[config.mk]
export PLATFORM = sky130hd
export DESIGN_NAME = hitlc_sel_pipe
export DESIGN_NICKNAME = d
export VERILOG_FILES = /design/src/rtl/hitlc_sel_pipe.sv
export SDC_FILE = /design/constraint.sdc
export NUM_CORES = 1
export LEC_CHECK = 0
export ABC_AREA = 1
export CAP_MARGIN = 20
export CORE_MARGIN = 2
export CORE_UTILIZATION = 45
export DETAILED_ROUTE_END_ITERATION = 12
export GPL_ROUTABILITY_DRIVEN = 0
export PLACE_DENSITY = 0.88
export SLEW_MARGIN = 40
export SYNTH_ARGS = -nofsm -noshare
export SYNTH_HDL_FRONTEND = slang
export SYNTH_SLANG_ARGS = --single-unit
[constraint.sdc]
create_clock -name clock -period 3.75 [get_ports clock]
set_input_delay 0.375 -clock clock [delete_from_list [all_inputs] [get_ports clock]]
set_output_delay 0.375 -clock clock [all_outputs]
set_load 0.1 [all_outputs]
[src/rtl/hitlc_sel_pipe.sv]
// hitlc_sel_pipe: N-channel hitmap/lcmap selector with auto-scan
// sequencer and a fixed-latency aligned delay line toward the fit stage.
module hitlc_sel_pipe #(
    parameter int NCH   = 6,
    parameter int NL    = 5,
    parameter int DEPTH = 2,
    parameter int SELW  = 3
) (
    input  logic              clock,
    input  logic              reset,
    input  logic              sel_mode,
    input  logic [SELW-1:0]   sel_chi,
    input  logic              scan_start,
    input  logic              in_valid,
    input  logic [NCH*NL-1:0] hitmap_in,
    input  logic [NCH*NL-1:0] lcmap_in,
    input  logic              err_clr,
    output logic [NL-1:0]     hitmap_current,
    output logic [NL-1:0]     hitmap,
    output logic [NL-1:0]     lcmap,
    output logic              out_valid,
    output logic [SELW-1:0]   out_chi,
    output logic              scan_busy,
    output logic              scan_done,
    output logic              sel_err
);

    localparam logic [SELW:0]   NCH_X = (SELW+1)'(NCH);
    localparam logic [SELW-1:0] LAST  = SELW'(NCH - 1);

    typedef enum logic {
        IDLE = 1'b0,
        SCAN = 1'b1
    } state_t;

    typedef struct packed {
        logic            v;
        logic [SELW-1:0] chi;
        logic [NL-1:0]   hit;
        logic [NL-1:0]   lc;
    } stage_t;

    state_t          state_q;
    state_t          state_d;
    logic [SELW-1:0] cnt_q;
    logic [SELW-1:0] cnt_d;
    logic            done_q;
    logic            done_d;
    logic            err_q;

    logic [SELW-1:0] eff;
    logic            bad;
    logic [SELW-1:0] sel;
    logic [NL-1:0]   hit_sel;
    logic [NL-1:0]   lc_sel;

    stage_t          pipe_q [DEPTH];
    stage_t          tail;

    // Effective index; out-of-range falls back to channel 0
    always_comb begin
        eff = sel_mode ? cnt_q : sel_chi;
        bad = ({1'b0, eff} >= NCH_X);
        sel = bad ? '0 : eff;
    end

    // Channel mux for hitmap and lcmap
    always_comb begin
        hit_sel = hitmap_in[NL-1:0];
        lc_sel  = lcmap_in[NL-1:0];
        for (int k = 1; k < NCH; k++) begin
            if (sel == SELW'(k)) begin
                hit_sel = hitmap_in[k*NL +: NL];
                lc_sel  = lcmap_in[k*NL +: NL];
            end
        end
    end

    // Scan sequencer next-state and done pulse
    always_comb begin
        state_d = state_q;
        cnt_d   = cnt_q;
        done_d  = 1'b0;
        unique case (state_q)
            IDLE: begin
                if (sel_mode && scan_start) begin
                    state_d = SCAN;
                    cnt_d   = '0;
                end
            end
            SCAN: begin
                if (!sel_mode) begin
                    state_d = IDLE;
                    cnt_d   = '0;
                end else if (in_valid) begin
                    if (cnt_q == LAST) begin
                        state_d = IDLE;
                        cnt_d   = '0;
                        done_d  = 1'b1;
                    end else begin
                        cnt_d = cnt_q + 1'b1;
                    end
                end
            end
            default: begin
                state_d = IDLE;
                cnt_d   = '0;
            end
        endcase
    end

    // Scan sequencer state registers
    always_ff @(posedge clock or posedge reset) begin
        if (reset) begin
            state_q <= IDLE;
            cnt_q   <= '0;
            done_q  <= 1'b0;
        end else begin
            state_q <= state_d;
            cnt_q   <= cnt_d;
            done_q  <= done_d;
        end
    end

    // Sticky selection error; a new error beats a clear
    always_ff @(posedge clock or posedge reset) begin
        if (reset) begin
            err_q <= 1'b0;
        end else if (in_valid && bad) begin
            err_q <= 1'b1;
        end else if (err_clr) begin
            err_q <= 1'b0;
        end
    end

    // Free-running aligned delay line, no stall
    always_ff @(posedge clock or posedge reset) begin
        if (reset) begin
            for (int i = 0; i < DEPTH; i++) begin
                pipe_q[i] <= '0;
            end
        end else begin
            pipe_q[0] <= '{v: in_valid, chi: sel,
                           hit: hit_sel, lc: lc_sel};
            for (int i = 1; i < DEPTH; i++) begin
                pipe_q[i] <= pipe_q[i-1];
            end
        end
    end

    // Output taps, data zeroed when not valid
    always_comb begin
        tail           = pipe_q[DEPTH-1];
        hitmap_current = hit_sel;
        out_valid      = tail.v;
        hitmap         = tail.v ? tail.hit : '0;
        lcmap          = tail.v ? tail.lc  : '0;
        out_chi        = tail.v ? tail.chi : '0;
        scan_busy      = (state_q == SCAN);
        scan_done      = done_q;
        sel_err        = err_q;
    end

endmodule

# [Yosys cells after proc, flatten, opt, wreduce, memory -nomap -nowiden]
# Index checks and enable logic that the tools add are counted.
[word_totals] output_inout_bits=22 input_bits=69 register_bits=34
[op_classes] mux=31 add_sub_neg=1 n_reduce_logical=4 order_cmp=1 n_eq_ne=8 n_bitwise=1
[ops] cell="$mux W5" count=12
[ops] cell="$mux W3" count=7
[ops] cell="$mux W1" count=10
[ops] cell="$eq A3 B3 Y1 const B" count=3
[ops] cell="$eq A3 B2 Y1 const B" count=2
[ops] cell="$pmux W3 S2" count=1
[ops] cell="$add A3 B1 Y3 const B" count=1
[ops] cell="$eq A3 B1 Y1 const B" count=1
[ops] cell="$ge A3 B3 Y1 const B" count=1
[ops] cell="$ne A3 B3 Y1 const B" count=1
[ops] cell="$logic_and A1 B1 Y1" count=2
[ops] cell="$ne A2 B2 Y1 const B" count=1
[ops] cell="$pmux W1 S2" count=1
[ops] cell="$reduce_and A2 Y1" count=1
[ops] cell="$reduce_bool A2 Y1" count=1
[ops] cell="$not A1 Y1" count=1

# [Logic depth before layout (Yosys ltp)]
# Gate-level depths: netlist (run 1).
[depth] depth_word=9 mapped_depth=12 ltp_nobuf=11

# [Worst setup path before layout (run 1)]
# OpenSTA, ideal clock, no wires.
[synth_timing] path_type="reg2out" start="reg pipe_q, in the netlist out_valid" end="out hitmap[0]" t_arrival_ns=1.945 setup_slack_ns=1.430 stages_incl_launch_ff=4 required_ns=3.375 path_cell_list="dfrtp_1 -> clkbuf_1 -> nand2_1 -> inv_1"
[synth_between] elab_chain_cells=1
[synth_rtl] item="start, declared" line="57" rtl="stage_t pipe_q [DEPTH];"
[synth_rtl] item="start signal, assigned by index" line="146" rtl="pipe_q[i] <= pipe_q[i-1];"
[synth_rtl] item="$mux W5" line="156" rtl="hitmap = tail.v ? tail.hit : '0;"
[synth_rtl] item="end, declared" line="19" rtl="output logic [NL-1:0] hitmap,"
# No other way between the ends.

# [Worst setup path in the final report (run 1)]
[layout_timing] start="in sel_mode" end="out hitmap_current[0]"
[layout_between] elab_chain_cells=9 elab_cells_between_ends=13
[layout_rtl] item="start, declared" line="11" rtl="input logic sel_mode,"
[layout_rtl] item="$mux W3 (*)" line="62" rtl="eff = sel_mode ? cnt_q : sel_chi;"
[layout_rtl] item="$ge A3 B3 Y1" line="63" rtl="bad = ({1'b0, eff} >= NCH_X);"
[layout_rtl] item="$mux W3 (*)" line="64" rtl="sel = bad ? '0 : eff;"
[layout_rtl] item="$eq A3 B1 Y1" line="72" rtl="if (sel == SELW'(k)) begin"
[layout_rtl] item="$mux W5 (4 in series)" line="72"
[layout_rtl] item="$mux W5 (*)" line="72"
[layout_rtl] item="end, declared" line="18" rtl="output logic [NL-1:0] hitmap_current,"
# Every way passes the cells marked *; elsewhere a longest branch is shown, timed or not.

==> results of run 1 <==
[layout make-up]
| type | count | area [um2] |
|---|---|---|
| timing repair buffer | 91 | 873.3 |
| multi-input combinational | 187 | 928.4 |
| fill | 357 | 1371 |
| clock buffer | 7 | 76.32 |
| sequential | 34 | 850.8 |
| inverter | 47 | 188.9 |
| tap | 52 | 65.06 |
[synthesized netlist by cell type, drive strengths merged]
cell type	n
a21boi	1
clkbuf	1
buf	6
nor3	1
inv	47
nor2	5
dfrtp	34
o21ai	16
nand3	23
nand2	139
nand4	2
[flip-flops by register name (all words and copies together), names as in the netlist]
| register | count |
|---|---|
| pipe_q | 27 |
| cnt_q | 3 |
| out_valid | 1 |
| scan_busy | 1 |
| scan_done | 1 |
| sel_err | 1 |
[cells by family after synthesis]
logic type	count (synthesis)	share of synthesized area, %
AOI/OAI and AO/OA	17	5.973
buffers and inverters	54	12.44
DFF	34	41.87
and+or+nand+nor	170	39.72
[stage by stage]
stage / instance area, um2 / setup slack, ns / hold slack, ns
2_1_floorplan: 2032 / 1.430 / 0.3312
3_3_place_gp: 2992 / 0.7399 / 0.3312
3_5_place_dp: 2907 / 0.6154 / 0.3347
4_1_cts: 2983 / 0.6109 / 0.3474
5_1_grt: 2983 / 0.3662 / 0.3553
6_report: 2983 / 0.5704 / 0.3467
[per-layer routing]
| layer | vias to the layer above | routed length, um |
|---|---|---|
| li1 | 1006 | - |
| met1 | 813 | 2149 |
| met2 | 62 | 2498 |
| met3 | 12 | 221 |
| met4 | 0 | 144 |
| met5 | - | 0 |
[cells in the final DEF (no fill, tap or decap)]
cell	Yosys	layout
a21boi_0	1	1
buf_12	1	5
buf_2	2	17
buf_4	1	1
clkbuf_1	1	2
clkbuf_8	0	5
clkdlybuf4s50_1	0	68
dfrtp_1	34	34
inv_1	43	42
inv_2	1	2
inv_4	1	1
inv_6	2	2
nand2_1	127	127
nand2_2	6	6
nand2_4	4	4
nand2_8	2	2
nand3_1	22	22
nand3_4	1	1
nand4_1	2	2
nor2_1	3	3
nor2_8	2	2
nor3_4	1	1
o21ai_0	6	6
o21ai_1	1	1
o21ai_2	9	9
[worst min path at each step]
stage	endpoint	slack (ns)	cells past startpoint
after floorplan	out_valid$_DFF_PP0_	0.33	0
after global placement	pipe_q[4]$_DFF_PP0_	0.33	0
after detailed placement	pipe_q[7]$_DFF_PP0_	0.33	0
after CTS	pipe_q[7]$_DFF_PP0_	0.35	0
after global routing	pipe_q[2]$_DFF_PP0_	0.36	0
final	pipe_q[2]$_DFF_PP0_	0.35	0
[worst register-to-register path, stage by stage (launching register included)]
cell	delay (ns)
dfrtp_1	0.40
inv_1	0.10
nand2_1	0.08
nand2_2	0.13
nand2_1	0.25
inv_1	0.37
nand2_2	0.22
nand2_1	0.12
inv_1	0.04
nand2_1	0.06
nand2_1	0.05
nand2_1	0.13
[report_power, final]
group | total (mW) | internal, mW | switching (mW)
clock | 0.243 | 0.128 | 0.115
combinational | 0.691 | 0.207 | 0.484
sequential | 0.467 | 0.441 | 0.0266
==> flow_summary.toml, run 1 <==
[outcome]
run_status = "finished, final reports clean"

[finish]
final_util_pct = 68.51
final_cells = 418
area_delta_synth_final_pct = 46.80
final_nets = 435
drive_above_1_share_pct = 15.85
diodes = 0

[clocking]
clock_latency_ns = 0.28
path_clk_slew_ns = 0.06
htreeDepth = 2
post_cts_buffers = 0
cts_buffer_depth = 2
cts_hold_buf = 0
cts_resized = 0
root_buffer = "clkbuf_8"
cts_tree = "done"
cts_made_buffers = 5
cts.sinks = 34

[routing]
drtIter0Drc = 48
wl_per_cell_um = 11.99
antenna_left = 0
drt_first_pass_iters = 4
drcViolationCount = 0
via_per_inst = 4.529
vias = 1893
wl_um = 5013

[logic_synthesis]
ys_ff_latch = 34
synth_area_leaders = "dfrtp_1 42%, nand2_1 23%, inv_1 7.9%, nand3_1 5.4%, o21ai_2 3.9%"
syn_avg_cell_area_um2 = 7.389
synth.distinct_cells = 24
ys_warn_count = 0
synthCells = 275
synth_top_area_share_pct = 41.87
syn-num-nets = 344
netlist_area_um2 = 2032
yosys.area.top_type = "dfrtp_1"
synth-seq-area-share_pct = 41.87

[sta]
worst_pin_slew_ns = 0.5602
finalSetupViolations = 0
timing.fmax_mhz = 314.5
report.final.slew_viol_count = 0
slew_headroom_pct = 62.60
grt_setup_unrepaired = "false"
tns_ns = 0
fin_skew_ns = 0.002320
period_share_pct = 84.79
period_needed_ns = 3.180
hold_viol_final = 0

[setup_path]
cpMaxStageDelayCell = "clkdlybuf4s50_1"
crit_cells = 12
reg2reg_from = "cnt_q[1]$_DFFE_PP0P_"
cp-start-kind = "primary input"
cp.required_ns = 3.38
crit_arrival_ns = 2.80
setup.worst_path.end = "hitmap_current[0]"
r2r-end = "pipe_q[19]$_DFF_PP0_"
slowest_delay_ns = 0.71
cp_cell_sequence = "clkdlybuf4s50_1 > nand2_1 > nand2_2 > nand2_1 > inv_1 > nand2_2 > nand2_1 > inv_1 > nand2_1 > nand2_1 > nand2_1 > buf_12"
rrSetupSlack_ns = 1.70
reg2reg_depth = 11
path_class = "in2out"
cp_num_buf_inv = 4
critPathTopFamily = "buffers and inverters"
path_max_fanout = 12
crit_path_start = "sel_mode"
end_kind = "output pin"
cpMostUsedCell = "nand2_1"

[power_and_ir_drop]
ir_worst_vdd_mv = 0.2099
p_leak_nw = 1.619
power_density_nw_per_um2 = 469.9
p_total_mw = 1.402

[floorplanning]
chipHeight_um = 71.20
io_pins = 91
dieArea_um2 = 5069
start_util_pct = 46.67
core_area_um2 = 4354
die_w_um = 71.20
rows = 24

[global_routing]
use_met1_pct = 27.30
grt_pass1_vias = 1830
grt-ovfl-total = 0
grt_antenna_before_repair = 0
grt_use_total_pct = 20.91
grt_max_degree = 30
grt_util_met2_pct = 34.77
top_usage_layer = "met2"
met3_usage_pct = 2.707
grt_first_pass_wirelength_um = 8362

[placed_design]
dp_cells = 411
dp_hpwl_um = 4045
io_buffers = 90

[job]
maxCapViolCount = 0

[worst_hold_path]
hp-class = "reg2reg"
hp-start = "pipe_q[16]$_DFF_PP0_"
No activity file was read; power rests on OpenSTA's default activity.
==> inputs of run 2 (changes only) <==
CORE_UTILIZATION = 42   (was 45)
PLACE_DENSITY = 0.83   (was 0.88)
clock period = 3.15 ns   (was 3.75 ns; I/O delays follow)
==> run 2 against run 1 <==
Wire length is 2.3% lower. Core utilization is 3.8 points lower. Via count is 2.2% higher. Sequential power up 19%. Sequential share of layout area down 0.48 points.
==> flow_summary.toml, run 2 (synthesis results as in run 1) <==
[outcome]
run_status = "finished, final reports clean"

[finish]
final_cells = 420
largest_reg_flops = 27
final_util_pct = 64.67
final_nets = 436
area_delta_synth_final_pct = 49.32
diodes = 0
mostFrequentLayoutCells = "127 x nand2_1, 68 x clkdlybuf4s50_1, 43 x inv_1"
regMostFlops = "pipe_q"
reg_top3 = "pipe_q (27), cnt_q (3)"
drive_above_1_share_pct = 16.12
final_common_cell = "nand2_1"

[placed_design]
dp_cells = 414
io_buffers = 90
dp_hpwl_um = 4002

[clocking]
path_clk_slew_ns = 0.06
root_buffer = "clkbuf_8"
cts_made_buffers = 5
htreeDepth = 2
clock_latency_ns = 0.27
cts_resized = 0
cts_buffer_depth = 2
post_cts_buffers = 0
cts_hold_buf = 0
cts.sinks = 34
cts_tree = "done"

[global_routing]
grt_max_degree = 35
grt_antenna_before_repair = 0
grt_first_pass_wirelength_um = 7886
grt_pass1_vias = 1761
grt_use_total_pct = 18.60
grt-ovfl-total = 0

[setup_path]
cp_num_buf_inv = 4
rrSetupSlack_ns = 1.43
reg2reg_from = "cnt_q[1]$_DFFE_PP0P_"
path_class = "in2out"
end_kind = "output pin"
r2r-end = "pipe_q[21]$_DFF_PP0_"
cp-start-kind = "primary input"
reg2reg_depth = 11
cpMaxStageDelayCell = "clkdlybuf4s50_1"
cp_cell_sequence = "clkdlybuf4s50_1 > nand2_1 > nand2_2 > nand2_1 > inv_1 > nand2_2 > nand2_1 > inv_1 > nand2_1 > nand2_1 > nand2_1 > buf_12"
critPathTopFamily = "buffers and inverters"
slowest_delay_ns = 0.71
path_max_fanout = 11
cpMostUsedCell = "nand2_1"
crit_arrival_ns = 2.41
cp.required_ns = 2.83

[sta]
hold_viol_final = 0
period_share_pct = 86.42
period_needed_ns = 2.722
tns_ns = 0
timing.fmax_mhz = 367.3
worst_pin_slew_ns = 0.4892
fin_skew_ns = 0.001651
finalSetupViolations = 0
report.final.slew_viol_count = 0
grt_setup_unrepaired = "false"
slew_headroom_pct = 67.61

[routing]
drcViolationCount = 0
vias = 1934
route.met3.wl_um = 266
wl_per_cell_um = 11.66
wl_met2_um = 2347
wl_um = 4898
via_per_inst = 4.605
top_layer = "met4"
wl_met1_um = 2236
drt_first_pass_iters = 5
antenna_left = 0
drtIter0Drc = 146

[floorplanning]
io_pins = 91
die_w_um = 73.56
rows = 25
start_util_pct = 43.31
core_area_um2 = 4692
dieArea_um2 = 5410
chipHeight_um = 73.56

[job]
maxCapViolCount = 0

[power_and_ir_drop]
ir_worst_vdd_mv = 0.2533
p_leak_nw = 1.635
power_density_nw_per_um2 = 559.0

[worst_hold_path]
hold_depth = 0
hp-start = "pipe_q[20]$_DFF_PP0_"
min_to = "pipe_q[6]$_DFF_PP0_"
hp-class = "reg2reg"
==> run 2: cell types whose count changed in the layout (fill, tap and decap cells not counted), sizes merged <==
| cell | delta |
|---|---|
| clkbuf | -1 |
| buf | +1 |
==> run 2: worst reg2reg max path: stages (launching register included) <==
cell	delay, ns
dfrtp_1	0.38
inv_1	0.09
nand2_1	0.08
nand2_2	0.10
nand2_1	0.29
inv_1	0.12
nand2_2	0.18
nand2_1	0.08
inv_1	0.06
nand2_1	0.06
nand2_1	0.06
nand2_1	0.09
==> run 2: metal layers <==
layer  up-vias  global-route usage [%]
met5         -                       0
met2        73                   30.56
met3         4                   2.058
met4         0                   4.848
met1       853                   26.13
li1       1004                       -
==> run 2: layout make-up <==
| class | count | area, um2 |
|---|---|---|
| fill | 392 | 1658 |
| multi-input combinational | 187 | 928.4 |
| timing repair buffer | 92 | 915.9 |
| sequential | 34 | 850.8 |
| inverter | 47 | 188.9 |
| clock buffer | 6 | 82.58 |
| tap | 54 | 67.56 |
==> run 2: per-stage QoR <==
| stage | setup WS (ns) | instance area (um2) | total power [mW] | hold slack, ns |
|---|---|---|---|---|
| after floorplan | 0.8896 | 2032 | 1.146 | 0.3312 |
| after global placement | 0.5013 | 2967 | 1.394 | 0.3318 |
| after CTS | 0.4495 | 3034 | 1.705 | 0.3482 |
| after detailed placement | 0.4546 | 2952 | 1.406 | 0.3347 |
| after global routing | 0.2405 | 3034 | 1.784 | 0.3585 |
| final | 0.4276 | 3034 | 1.696 | 0.3477 |
==> run 2: worst max path at each step <==
| stage | startpoint | endpoint | slack, ns | cells past startpoint |
|---|---|---|---|---|
| floorplan | out_valid$_DFF_PP0_ | hitmap[0] | 0.89 | 3 |
| global placement | sel_mode | hitmap_current[0] | 0.50 | 13 |
| detailed placement | sel_mode | hitmap_current[2] | 0.45 | 12 |
| CTS | sel_mode | hitmap_current[2] | 0.45 | 12 |
| global route | sel_mode | hitmap_current[0] | 0.24 | 12 |
| finish | sel_mode | hitmap_current[2] | 0.43 | 12 |
==> run 2: power by group <==
group,internal [mW],total (mW),switching (mW)
clock network,0.168,0.298,0.130
registers,0.525,0.556,0.0308
logic,0.263,0.842,0.579
total,0.956,1.70,0.740
